## config.mk

```make
export PLATFORM = sky130hd
export DESIGN_NAME = data_mem_arbiter_flat
export DESIGN_NICKNAME = d
export VERILOG_FILES = /design/src/rtl/data_mem_arbiter_pkg.sv /design/src/rtl/data_mem_arbiter_if.sv /design/src/rtl/data_mem_arbiter_sat_counter.sv /design/src/rtl/data_mem_arbiter.sv /design/src/flat_wrapper.sv
export SDC_FILE = /design/constraint.sdc
export NUM_CORES = 1
export LEC_CHECK = 0
export CAP_MARGIN = 20
export CORE_AREA = 3 3 116 118
export CTS_BUF_LIST = sky130_fd_sc_hd__clkbuf_4 sky130_fd_sc_hd__clkbuf_8 sky130_fd_sc_hd__clkbuf_16
export CTS_CLUSTER_SIZE = 30
export DETAILED_ROUTE_END_ITERATION = 10
export DIE_AREA = 0 0 119 121
export PLACE_DENSITY_LB_ADDON = 0.2
export SLEW_MARGIN = 0
export SYNTH_ARGS = -nofsm -noshare
export SYNTH_HDL_FRONTEND = slang
export SYNTH_SLANG_ARGS = --single-unit
```

## constraint.sdc

```tcl
create_clock -name clk -period 1.6 [get_ports clk]
set_input_delay 0.16 -clock clk [delete_from_list [all_inputs] [get_ports clk]]
set_output_delay 0.16 -clock clk [all_outputs]
set_load 0.005 [all_outputs]
```

## src/rtl/data_mem_arbiter_pkg.sv

```systemverilog
// Shared definitions for the data memory arbiter: state and port encodings,
// default fairness limits and the read-return tag.
package data_mem_arbiter_pkg;

    localparam int CNT_W        = 4;
    localparam int DEF_MAX_WAIT = 4;
    localparam int DEF_MAX_LOCK = 8;

    typedef enum logic {
        S_IDLE = 1'b0,
        S_LOCK = 1'b1
    } state_t;

    typedef enum logic {
        PORT0 = 1'b0,
        PORT1 = 1'b1
    } port_t;

    // Tag of the read issued last cycle; steers rvalid to the owning port.
    typedef struct packed {
        logic  valid;
        port_t port;
    } rsel_t;

endpackage

```

## src/rtl/data_mem_arbiter_if.sv

```systemverilog
// Bundle of the MEM-stage port, the loader port and the data_mem side.
// "master" is the environment (requesters plus memory), "slave" is the arbiter.
interface data_mem_arbiter_if #(
    parameter int ADDR_W = 32,
    parameter int DATA_W = 32
);
    logic              p0_req;
    logic              p0_we;
    logic [ADDR_W-1:0] p0_addr;
    logic [DATA_W-1:0] p0_wdata;
    logic              p0_gnt;
    logic              p0_stall;
    logic              p0_rvalid;
    logic [DATA_W-1:0] p0_rdata;

    logic              p1_req;
    logic              p1_we;
    logic [ADDR_W-1:0] p1_addr;
    logic [DATA_W-1:0] p1_wdata;
    logic              p1_lock;
    logic              p1_gnt;
    logic              p1_rvalid;
    logic [DATA_W-1:0] p1_rdata;

    logic [ADDR_W-1:0] mem_addr;
    logic [DATA_W-1:0] mem_wdata;
    logic              mem_read;
    logic              mem_write;
    logic [DATA_W-1:0] mem_rdata;

    modport master (
        output p0_req, p0_we, p0_addr, p0_wdata,
        output p1_req, p1_we, p1_addr, p1_wdata, p1_lock,
        output mem_rdata,
        input  p0_gnt, p0_stall, p0_rvalid, p0_rdata,
        input  p1_gnt, p1_rvalid, p1_rdata,
        input  mem_addr, mem_wdata, mem_read, mem_write
    );

    modport slave (
        input  p0_req, p0_we, p0_addr, p0_wdata,
        input  p1_req, p1_we, p1_addr, p1_wdata, p1_lock,
        input  mem_rdata,
        output p0_gnt, p0_stall, p0_rvalid, p0_rdata,
        output p1_gnt, p1_rvalid, p1_rdata,
        output mem_addr, mem_wdata, mem_read, mem_write
    );

endinterface

```

## src/rtl/data_mem_arbiter_sat_counter.sv

```systemverilog
// Small up-counter that saturates at a run-time limit; clear has priority
// over increment. Used for the loader wait count and the lock burst length.
module sat_counter #(
    parameter int W = 4
) (
    input  logic         clk,
    input  logic         rst_n,
    input  logic         i_inc,
    input  logic         i_clr,
    input  logic [W-1:0] i_limit,
    output logic [W-1:0] o_cnt
);

    logic [W-1:0] r_cnt;

    // Count up to the limit and hold there until cleared.
    always_ff @(posedge clk or negedge rst_n) begin
        if (!rst_n) begin
            r_cnt <= '0;
        end else if (i_clr) begin
            r_cnt <= '0;
        end else if (i_inc && (r_cnt != i_limit)) begin
            r_cnt <= r_cnt + 1'b1;
        end
    end

    assign o_cnt = r_cnt;

endmodule

```

## src/rtl/data_mem_arbiter.sv

```systemverilog
// Arbiter sharing the single-ported data_mem between the MEM stage (port 0,
// fixed priority) and the loader (port 1, starvation-bounded, lockable).
//
//   state  | meaning
//   S_IDLE | normal arbitration, p0 first unless p1 has waited MAX_WAIT cycles
//   S_LOCK | loader owns memory; p0 held off until the burst ends or caps out
module data_mem_arbiter
    import data_mem_arbiter_pkg::*;
#(
    parameter int ADDR_W   = 32,
    parameter int DATA_W   = 32,
    parameter int MAX_WAIT = DEF_MAX_WAIT,
    parameter int MAX_LOCK = DEF_MAX_LOCK
) (
    input logic                clk,
    input logic                rst_n,
    data_mem_arbiter_if.slave  bus
);

    localparam logic [CNT_W-1:0] LIM_WAIT = CNT_W'(MAX_WAIT);
    localparam logic [CNT_W-1:0] LIM_LOCK = CNT_W'(MAX_LOCK);

    state_t            r_state;
    state_t            w_state_nxt;
    logic              r_p0_prio;
    logic              w_p0_prio_nxt;
    logic              w_gnt0;
    logic              w_gnt1;
    logic              w_lock_inc;
    logic              w_lock_clr;
    logic              w_wait_inc;
    logic              w_wait_clr;
    logic [CNT_W-1:0]  w_wait_cnt;
    logic [CNT_W-1:0]  w_lock_cnt;
    rsel_t             r_rsel;
    logic [ADDR_W-1:0] w_mem_addr;
    logic [DATA_W-1:0] w_mem_wdata;
    logic              w_mem_read;
    logic              w_mem_write;

    sat_counter #(.W(CNT_W)) u_wait_cnt (
        .clk     (clk),
        .rst_n   (rst_n),
        .i_inc   (w_wait_inc),
        .i_clr   (w_wait_clr),
        .i_limit (LIM_WAIT),
        .o_cnt   (w_wait_cnt)
    );

    sat_counter #(.W(CNT_W)) u_lock_cnt (
        .clk     (clk),
        .rst_n   (rst_n),
        .i_inc   (w_lock_inc),
        .i_clr   (w_lock_clr),
        .i_limit (LIM_LOCK),
        .o_cnt   (w_lock_cnt)
    );

    // A refused loader request ages; a grant or a dropped request forgets it.
    assign w_wait_inc = bus.p1_req & ~w_gnt1;
    assign w_wait_clr = ~bus.p1_req | w_gnt1;

    // State and the one-shot "p0 goes next" flag after a capped burst.
    always_ff @(posedge clk or negedge rst_n) begin
        if (!rst_n) begin
            r_state   <= S_IDLE;
            r_p0_prio <= 1'b0;
        end else begin
            r_state   <= w_state_nxt;
            r_p0_prio <= w_p0_prio_nxt;
        end
    end

    // Grant selection, lock entry/exit and burst length bookkeeping.
    // Grants are held off while rst_n is low so every output reads zero in reset.
    always_comb begin
        w_state_nxt   = r_state;
        w_p0_prio_nxt = 1'b0;
        w_gnt0        = 1'b0;
        w_gnt1        = 1'b0;
        w_lock_inc    = 1'b0;
        w_lock_clr    = 1'b0;
        if (rst_n) begin
            case (r_state)
                S_IDLE: begin
                    if (r_p0_prio && bus.p0_req) begin
                        w_gnt0 = 1'b1;
                    end else if (bus.p1_req && (!bus.p0_req || (w_wait_cnt == LIM_WAIT))) begin
                        w_gnt1 = 1'b1;
                    end else begin
                        w_gnt0 = bus.p0_req;
                    end
                    if (w_gnt1 && bus.p1_lock) begin
                        w_state_nxt = S_LOCK;
                        w_lock_inc  = 1'b1;
                    end
                end
                S_LOCK: begin
                    w_gnt1 = bus.p1_req;
                    if (!bus.p1_req || !bus.p1_lock) begin
                        w_state_nxt = S_IDLE;
                        w_lock_clr  = 1'b1;
                    end else if (w_lock_cnt == (LIM_LOCK - 1'b1)) begin
                        // This grant is the MAX_LOCK-th of the burst.
                        w_state_nxt   = S_IDLE;
                        w_lock_clr    = 1'b1;
                        w_p0_prio_nxt = 1'b1;
                    end else begin
                        w_lock_inc = 1'b1;
                    end
                end
                default: begin
                    w_state_nxt = S_IDLE;
                    w_lock_clr  = 1'b1;
                end
            endcase
        end
    end

    // Forward the winning port to data_mem; idle bus is driven to zero.
    always_comb begin
        w_mem_addr  = '0;
        w_mem_wdata = '0;
        w_mem_read  = 1'b0;
        w_mem_write = 1'b0;
        if (w_gnt1) begin
            w_mem_addr  = bus.p1_addr;
            w_mem_wdata = bus.p1_wdata;
            w_mem_read  = ~bus.p1_we;
            w_mem_write = bus.p1_we;
        end else if (w_gnt0) begin
            w_mem_addr  = bus.p0_addr;
            w_mem_wdata = bus.p0_wdata;
            w_mem_read  = ~bus.p0_we;
            w_mem_write = bus.p0_we;
        end
    end

    // Remember who issued this cycle's read so the data comes back to them.
    always_ff @(posedge clk or negedge rst_n) begin
        if (!rst_n) begin
            r_rsel <= '{valid: 1'b0, port: PORT0};
        end else begin
            r_rsel.valid <= w_mem_read;
            r_rsel.port  <= w_gnt1 ? PORT1 : PORT0;
        end
    end

    assign bus.mem_addr  = w_mem_addr;
    assign bus.mem_wdata = w_mem_wdata;
    assign bus.mem_read  = w_mem_read;
    assign bus.mem_write = w_mem_write;

    assign bus.p0_gnt    = w_gnt0;
    assign bus.p1_gnt    = w_gnt1;
    assign bus.p0_stall  = rst_n & bus.p0_req & ~w_gnt0;

    assign bus.p0_rvalid = r_rsel.valid & (r_rsel.port == PORT0);
    assign bus.p1_rvalid = r_rsel.valid & (r_rsel.port == PORT1);
    assign bus.p0_rdata  = bus.mem_rdata;
    assign bus.p1_rdata  = bus.mem_rdata;

endmodule

```

## src/flat_wrapper.sv

```systemverilog
// flat-port wrapper written by rule: the top's interface ports become plain ports
module data_mem_arbiter_flat import data_mem_arbiter_pkg::*;
#(
    parameter int ADDR_W   = 32,
    parameter int DATA_W   = 32,
    parameter int MAX_WAIT = DEF_MAX_WAIT,
    parameter int MAX_LOCK = DEF_MAX_LOCK
)
  (clk, rst_n, bus_p0_req, bus_p0_we, bus_p0_addr, bus_p0_wdata, bus_p1_req, bus_p1_we, bus_p1_addr, bus_p1_wdata, bus_p1_lock, bus_mem_rdata, bus_p0_gnt, bus_p0_stall, bus_p0_rvalid, bus_p0_rdata, bus_p1_gnt, bus_p1_rvalid, bus_p1_rdata, bus_mem_addr, bus_mem_wdata, bus_mem_read, bus_mem_write);
  data_mem_arbiter_if #(.ADDR_W(ADDR_W), .DATA_W(DATA_W)) bus_i ();
  input logic clk;
  input logic rst_n;
  input wire logic [$bits(bus_i.p0_req)-1:0] bus_p0_req;
  input wire logic [$bits(bus_i.p0_we)-1:0] bus_p0_we;
  input wire logic [$bits(bus_i.p0_addr)-1:0] bus_p0_addr;
  input wire logic [$bits(bus_i.p0_wdata)-1:0] bus_p0_wdata;
  input wire logic [$bits(bus_i.p1_req)-1:0] bus_p1_req;
  input wire logic [$bits(bus_i.p1_we)-1:0] bus_p1_we;
  input wire logic [$bits(bus_i.p1_addr)-1:0] bus_p1_addr;
  input wire logic [$bits(bus_i.p1_wdata)-1:0] bus_p1_wdata;
  input wire logic [$bits(bus_i.p1_lock)-1:0] bus_p1_lock;
  input wire logic [$bits(bus_i.mem_rdata)-1:0] bus_mem_rdata;
  output wire logic [$bits(bus_i.p0_gnt)-1:0] bus_p0_gnt;
  output wire logic [$bits(bus_i.p0_stall)-1:0] bus_p0_stall;
  output wire logic [$bits(bus_i.p0_rvalid)-1:0] bus_p0_rvalid;
  output wire logic [$bits(bus_i.p0_rdata)-1:0] bus_p0_rdata;
  output wire logic [$bits(bus_i.p1_gnt)-1:0] bus_p1_gnt;
  output wire logic [$bits(bus_i.p1_rvalid)-1:0] bus_p1_rvalid;
  output wire logic [$bits(bus_i.p1_rdata)-1:0] bus_p1_rdata;
  output wire logic [$bits(bus_i.mem_addr)-1:0] bus_mem_addr;
  output wire logic [$bits(bus_i.mem_wdata)-1:0] bus_mem_wdata;
  output wire logic [$bits(bus_i.mem_read)-1:0] bus_mem_read;
  output wire logic [$bits(bus_i.mem_write)-1:0] bus_mem_write;
  assign bus_i.p0_req = bus_p0_req;
  assign bus_i.p0_we = bus_p0_we;
  assign bus_i.p0_addr = bus_p0_addr;
  assign bus_i.p0_wdata = bus_p0_wdata;
  assign bus_i.p1_req = bus_p1_req;
  assign bus_i.p1_we = bus_p1_we;
  assign bus_i.p1_addr = bus_p1_addr;
  assign bus_i.p1_wdata = bus_p1_wdata;
  assign bus_i.p1_lock = bus_p1_lock;
  assign bus_i.mem_rdata = bus_mem_rdata;
  assign bus_p0_gnt = bus_i.p0_gnt;
  assign bus_p0_stall = bus_i.p0_stall;
  assign bus_p0_rvalid = bus_i.p0_rvalid;
  assign bus_p0_rdata = bus_i.p0_rdata;
  assign bus_p1_gnt = bus_i.p1_gnt;
  assign bus_p1_rvalid = bus_i.p1_rvalid;
  assign bus_p1_rdata = bus_i.p1_rdata;
  assign bus_mem_addr = bus_i.mem_addr;
  assign bus_mem_wdata = bus_i.mem_wdata;
  assign bus_mem_read = bus_i.mem_read;
  assign bus_mem_write = bus_i.mem_write;
  data_mem_arbiter #(.ADDR_W(ADDR_W), .DATA_W(DATA_W), .MAX_WAIT(MAX_WAIT), .MAX_LOCK(MAX_LOCK)) u_core (.clk(clk), .rst_n(rst_n), .bus(bus_i));
endmodule
```

# After elaboration in Yosys (flattened, before gate mapping)

Index checks and enable logic that the tools add are counted.

Add/sub/neg operators: 2
Eq/ne operators: 4
Mux-type cells: 35
Bitwise gates (word level): 13
Reductions and logical operators: 12

Operator list:

| kind                                                   | number |
|---|---|
| two-way mux 32 bit                                     | 4 |
| two-way mux 1 bit                                      | 25 |
| two-way mux 4 bit                                      | 4 |
| adder 4 x 1 -> 4 bit (second input constant)           | 2 |
| equality test 4 x 3 -> 1 bit (second input constant)   | 2 |
| NOT 1 bit                                              | 7 |
| bitwise AND 1 bit                                      | 5 |
| logical AND 1 bit                                      | 5 |
| inequality test 4 x 3 -> 1 bit (second input constant) | 1 |
| inequality test 4 bit (second input constant)          | 1 |
| one-hot mux 1 bit (2 select lines)                     | 2 |
| nonzero test 2 bit                                     | 2 |
| zero test 1 bit                                        | 3 |
| logical OR 1 bit                                       | 2 |
| bitwise OR 1 bit                                       | 1 |

Register bits: 12
Bits of input ports: 167
Word-level logic and storage cells: 72

# Depth between registers and ports, before layout

Gate-level depths: netlist (run 1).

Depth in word-level cells: 14
Mapped depth: 9
Mapped depth without buffers: 7

# By module

Synthesis (run 1) repeated with hierarchy kept, for this count alone.

Cells, all modules: 369
Area total of the unflattened synthesis: 2538.7 µm²

By module, submodules not included:

| module           | times used | cells an instance | area an instance (µm²) |
|---|---|---|---|
| data_mem_arbiter | 1          | 325               | 2038.2 |
| sat_counter      | 2          | 22                | 250.2 |

# Least setup slack after synthesis (run 1)

Ideal clock, no wire load.

Path kind: register to register
Start: register u_core.u_wait_cnt.r_cnt[0] (netlist: u_core.u_wait_cnt.o_cnt[0])
End: register u_core.u_lock_cnt.r_cnt[1] (netlist: u_core.u_lock_cnt.o_cnt[1])
Library setup time: 0.128 ns
Arrival: 1.689 ns
Setup slack: -0.216 ns
Cell stages (with the launch flop): 7
Path buffers: 0
Period minus slack after synthesis: 1.816 ns
Cells stage by stage: dfrtp_1 -> inv_1 -> ha_1 -> and4bb_1 -> o311ai_2 -> o21bai_1 -> mux2_1

Longest elaborated chain between the ends: 13

Ends and longest elaborated chain:

| item                                | line                               | text |
|---|---|---|
| start: declaration                  | data_mem_arbiter_sat_counter.sv:14 | `logic [W-1:0] r_cnt;` |
| start signal: assignment            | data_mem_arbiter_sat_counter.sv:23 | `r_cnt <= r_cnt + 1'b1;` |
| equality test 4 x 3 -> 1 bit        | data_mem_arbiter.sv:88             | `end else if (bus.p1_req && (!bus.p0_req \|\| (w_wait_cnt == LIM_WAIT))) begin` |
| logical OR 1 bit                    | data_mem_arbiter.sv:88             |  |
| logical AND 1 bit                   | data_mem_arbiter.sv:88             |  |
| two-way mux 1 bit                   | data_mem_arbiter.sv:88             |  |
| two-way mux 1 bit                   | data_mem_arbiter.sv:86             | `if (r_p0_prio && bus.p0_req) begin` |
| two-way mux 1 bit                   | data_mem_arbiter.sv:84             | `case (r_state)` |
| two-way mux 1 bit                   | data_mem_arbiter.sv:83             | `if (rst_n) begin` |
| logical AND 1 bit                   | data_mem_arbiter.sv:93             | `if (w_gnt1 && bus.p1_lock) begin` |
| two-way mux 1 bit                   | data_mem_arbiter.sv:93             |  |
| one-hot mux 1 bit (2 select lines)  | data_mem_arbiter.sv:84             |  |
| two-way mux 1 bit                   | data_mem_arbiter.sv:83             |  |
| logical AND 1 bit                   | data_mem_arbiter_sat_counter.sv:22 | `end else if (i_inc && (r_cnt != i_limit)) begin` |
| nonzero test 2 bit (no source line) | n/a                                |  |
| end signal: assignment              | data_mem_arbiter_sat_counter.sv:23 |  |
| end: declaration                    | data_mem_arbiter_sat_counter.sv:14 |  |

No other way between the ends. The select of a mux whose other input is x is not followed.
A chain may end at the register's enable or synchronous reset.

# Worst setup path in the final report (run 1)

Start: register u_core.u_wait_cnt.r_cnt[1] (netlist: u_core.u_wait_cnt.o_cnt[1])
End: output bus_mem_addr[11]

Longest elaborated chain between the ends: 10
Elaborated cells on any way between the ends: 15

Ends and longest elaborated chain:

| item                               | line                    | text |
|---|---|---|
| equality test 4 x 3 -> 1 bit (*)   | data_mem_arbiter.sv:88  |  |
| logical OR 1 bit (*)               | data_mem_arbiter.sv:88  |  |
| logical AND 1 bit (*)              | data_mem_arbiter.sv:88  |  |
| two-way mux 1 bit                  | data_mem_arbiter.sv:88  |  |
| two-way mux 1 bit                  | data_mem_arbiter.sv:86  |  |
| two-way mux 1 bit                  | data_mem_arbiter.sv:84  |  |
| two-way mux 1 bit                  | data_mem_arbiter.sv:83  |  |
| one-hot mux 1 bit (2 select lines) | data_mem_arbiter.sv:84  |  |
| two-way mux 1 bit                  | data_mem_arbiter.sv:83  |  |
| two-way mux 32 bit (*)             | data_mem_arbiter.sv:126 | `if (w_gnt1) begin` |
| end: declaration                   | flat_wrapper.sv:30      | `output wire logic [$bits(bus_i.mem_addr)-1:0] bus_mem_addr;` |

Every way passes the cells marked *; elsewhere a longest branch is shown, timed or not. The select of a mux whose other input is x is not followed.

==> results of run 1 <==
where the power goes:
part | switching (mW) | total, mW | internal, mW
logic | 0.408 | 1.18 | 0.772
clock network | 0.128 | 0.506 | 0.377
registers | 0.0298 | 0.379 | 0.349
total | 0.566 | 2.06 | 1.50
cell families (layout without fill, tap and decap cells):
family	count (synthesis)	in the layout	synth area share, %
buffers and inverters	87	271	34.3
AOI/OAI and AO/OA	78	78	35.4
and+or+nand+nor	27	27	9.38
DFF	12	12	16.2
adders and majority gates	4	4	2.70
xor gates and xnor gates	2	2	0.945
muxes	2	2	1.15
final timing paths:
| check | startpoint | to | slack [ns] | depth (start not counted) |
|---|---|---|---|---|
| worst max-delay path | u_core.u_wait_cnt.o_cnt[1]$_DFFE_PN0P_ | bus_mem_addr[11] | -0.61 | 10 |
| worst min-delay path | bus_mem_rdata[29] | bus_p0_rdata[29] | 0.32 | 0 |
| worst max register to register | u_core.u_wait_cnt.o_cnt[1]$_DFFE_PN0P_ | u_core.u_lock_cnt.o_cnt[1]$_DFFE_PN0P_ | -0.51 | 9 |
| worst min register to register | u_core.u_lock_cnt.o_cnt[0]$_DFFE_PN0P_ | u_core.u_lock_cnt.o_cnt[0]$_DFFE_PN0P_ | 0.57 | 2 |
| max in group asynchronous | rst_n | u_core.u_lock_cnt.o_cnt[3]$_DFFE_PN0P_ | 1.06 | 3 |
| min in group asynchronous | rst_n | u_core.u_wait_cnt.o_cnt[1]$_DFFE_PN0P_ | 0.37 | 3 |
layout make-up:
cell class / instances / area (um^2)
multi-input combinational: 113 / 1000
fill: 1338 / 8490
tap: 172 / 215
clock buffer: 4 / 88.8
inverter: 9 / 46.3
sequential: 12 / 300
timing repair buffer: 258 / 2430
metal layers:
metal	track usage, %	up-vias	part of all wire [%]	wire, um
li1	-	1090	-	-
met1	13.3	1048	38	3730
met2	23.2	149	54	5350
met3	3.54	6	8.0	791
met4	1.23	0	0.27	27
met5	0	-	0	0
timing repair:
action                     CTS  global route
cloned                       5             2
pin swaps                   23             9
setup buffers               16             5
setup endpoints to repair   78            80
hold buffers                 0             0
gates resized for setup    253            49
layout by cell type, fill, tap and decap left out, drive strengths merged:
master,instances
o21ai,4
inv,8
and4bb,1
nor2,7
nand3b,2
clkinv,1
or3,2
ha,4
nor3b,1
mux2,1
a311oi,1
nand3,2
nand4b,1
or4b,1
o32ai,1
nand2b,1
and2,1
nor3,2
a22o,65
o21bai,1
buf,110
nand2,3
and3,1
mux2i,1
nor2b,2
dfrtp,12
o311ai,1
clkdlybuf4s50,136
clkbuf,16
a21oi,5
xnor2,2
through the flow:
stage	utilization (%)	hold slack (ns)	TNS, ns	worst slack, ns
final	32.4	0.320	-39.22	-0.611
after global routing	32.4	0.320	-43.66	-0.667
after CTS	32.8	0.320	-44.30	-0.684
after detailed placement	30.6	0.320	-46.07	-0.694
after global placement	30.6	0.320	-46.10	-0.702
after floorplan	-	-0.136	-8.11	-0.181
sequential cells by signal, summed over array words and instances, names as in the netlist:
register / count
u_core.u_wait_cnt.o_cnt: 4
u_core.u_lock_cnt.o_cnt: 4
u_core.r_p0_prio: 1
u_core.r_state: 1
u_core.r_rsel: 2
worst reg2reg max path, cell delays in order (launching register included):
cell and delay, ns:
dfrtp_1 0.35, inv_2 0.06, ha_4 0.16, and4bb_2 0.26
buf_6 0.13, buf_6 0.10, buf_6 0.11, o311ai_4 0.32
o21bai_4 0.20, mux2_4 0.31
==> results.ini, run 1 <==
[final_layout]
design_area_mm2=0.00408
drive_gt1_share_pct=36.1
diodes=0
final_net_count=568
stdcell_count=568
areaGrowthSynthToFinish_pct=120

[synthesis]
synth_ff_type=dfrtp_1
synth_edf_count=0
synth_nets=383
postSynth.asyncResetShare_pct=100
netlist_top_cells_count=a22o_1, buf_4, dfrtp_1
ys_ff_latch=12
netlist.area_leader.share_pct=30.7
synth_cells=212
ys_seq_area_share_pct=16.2
synth_largest_area_cell=a22o_1
synth_cell_type_count=35
syn_area_mm2=0.00185
syn_area_per_cell_um2=8.75
ys_warn_count=0
ys_top_cells_by_area=a22o_1, buf_4, dfrtp_1

[power]
power_mw=2.06
p_leak_nw=1.86
power_density_mw_per_mm2=506
vdd_drop_max_v=0.000479

[timing]
drv_slew=0
min_period_ns=2.21
hold_viol_final=0
max_slew_margin_pct=79.8
fmax_ghz=0.452
setup_violations=75
period_share_pct=138
rsz0062_at_grt=yes
fin_skew_ns=0.000698
worst_pin_slew_ns=0.302
postLayoutSetupSlackWorst_ns=-0.611

[clocking]
htreeDepth=1
cts.sinks=12
tritoncts=yes
clk_path_buf_depth=2
cts_root_buf=clkbuf_16
clk_latency_ns=0.24
numCtsBuffers=3
path_clk_slew_ns=0.04

[worst_hold_path]
hp-class=input port to primary output

[route]
ant_nets=0
num_vias=2293
drt_iter0_drc=73
drt-vias-per-instance=4.04
drtPass1Iterations=4
post-route-drc-count=0
wire_per_inst_um=17.4
wirelength_mm=9.89

[critical_path]
cpMaxStageDelayCell=dfrtp_1
cp-start-kind=register
cp.required_ns=1.44
cp_common_cell=buf_12
arrival_ns=2.05
cp_cell_sequence=inv_2 > ha_4 > and4bb_2 > nor3_4 > nor2_4 > buf_12 > buf_12 > buf_16 > a22o_1 > buf_2
cpLargestDelayFamily=buffers and inverters
crit_type=register to primary output
cp_slowest_stage_delay_ns=0.35
critPathMaxFanout=8
end_kind=primary output
crit_buf_inv=5

[run_status]
violations=setup timing
run_status=finished with violations

[die]
initial_core_util_pct=14.8
dieWidth_um=119
fp.coreArea_mm2=0.0126
std_cell_rows=41
boundaryPins=302
die_h_um=121
die_area_mm2=0.0144

[placed_design]
io_buffers=205
placed_area_mm2=0.00385
dp.cells=541
dpl.hpwl_mm=7.62
place.gp.congestion=0.720

[grt]
grt_usage_pct=12.0
grt_pass1_wl_mm=13.7
grt_remaining_overflow=0
antenna_found_initial=0
grt_max_degree=33
grt_pass1_vias=2245

[run]
maxCapViolCount=0

No activity file was read; power rests on OpenSTA's default activity.
==> run 2, diff against run 1 <==
--- a/config.mk
+++ b/config.mk
@@ -11,6 +11,7 @@
 export CTS_CLUSTER_SIZE = 30
 export DETAILED_ROUTE_END_ITERATION = 10
 export DIE_AREA = 0 0 119 121
+export HOLD_SLACK_MARGIN = 0.12
 export PLACE_DENSITY_LB_ADDON = 0.2
 export SLEW_MARGIN = 0
 export SYNTH_ARGS = -nofsm -noshare
==> results of run 2 <==
No change in the layout: final DEF, timing and power equal those of run 1.
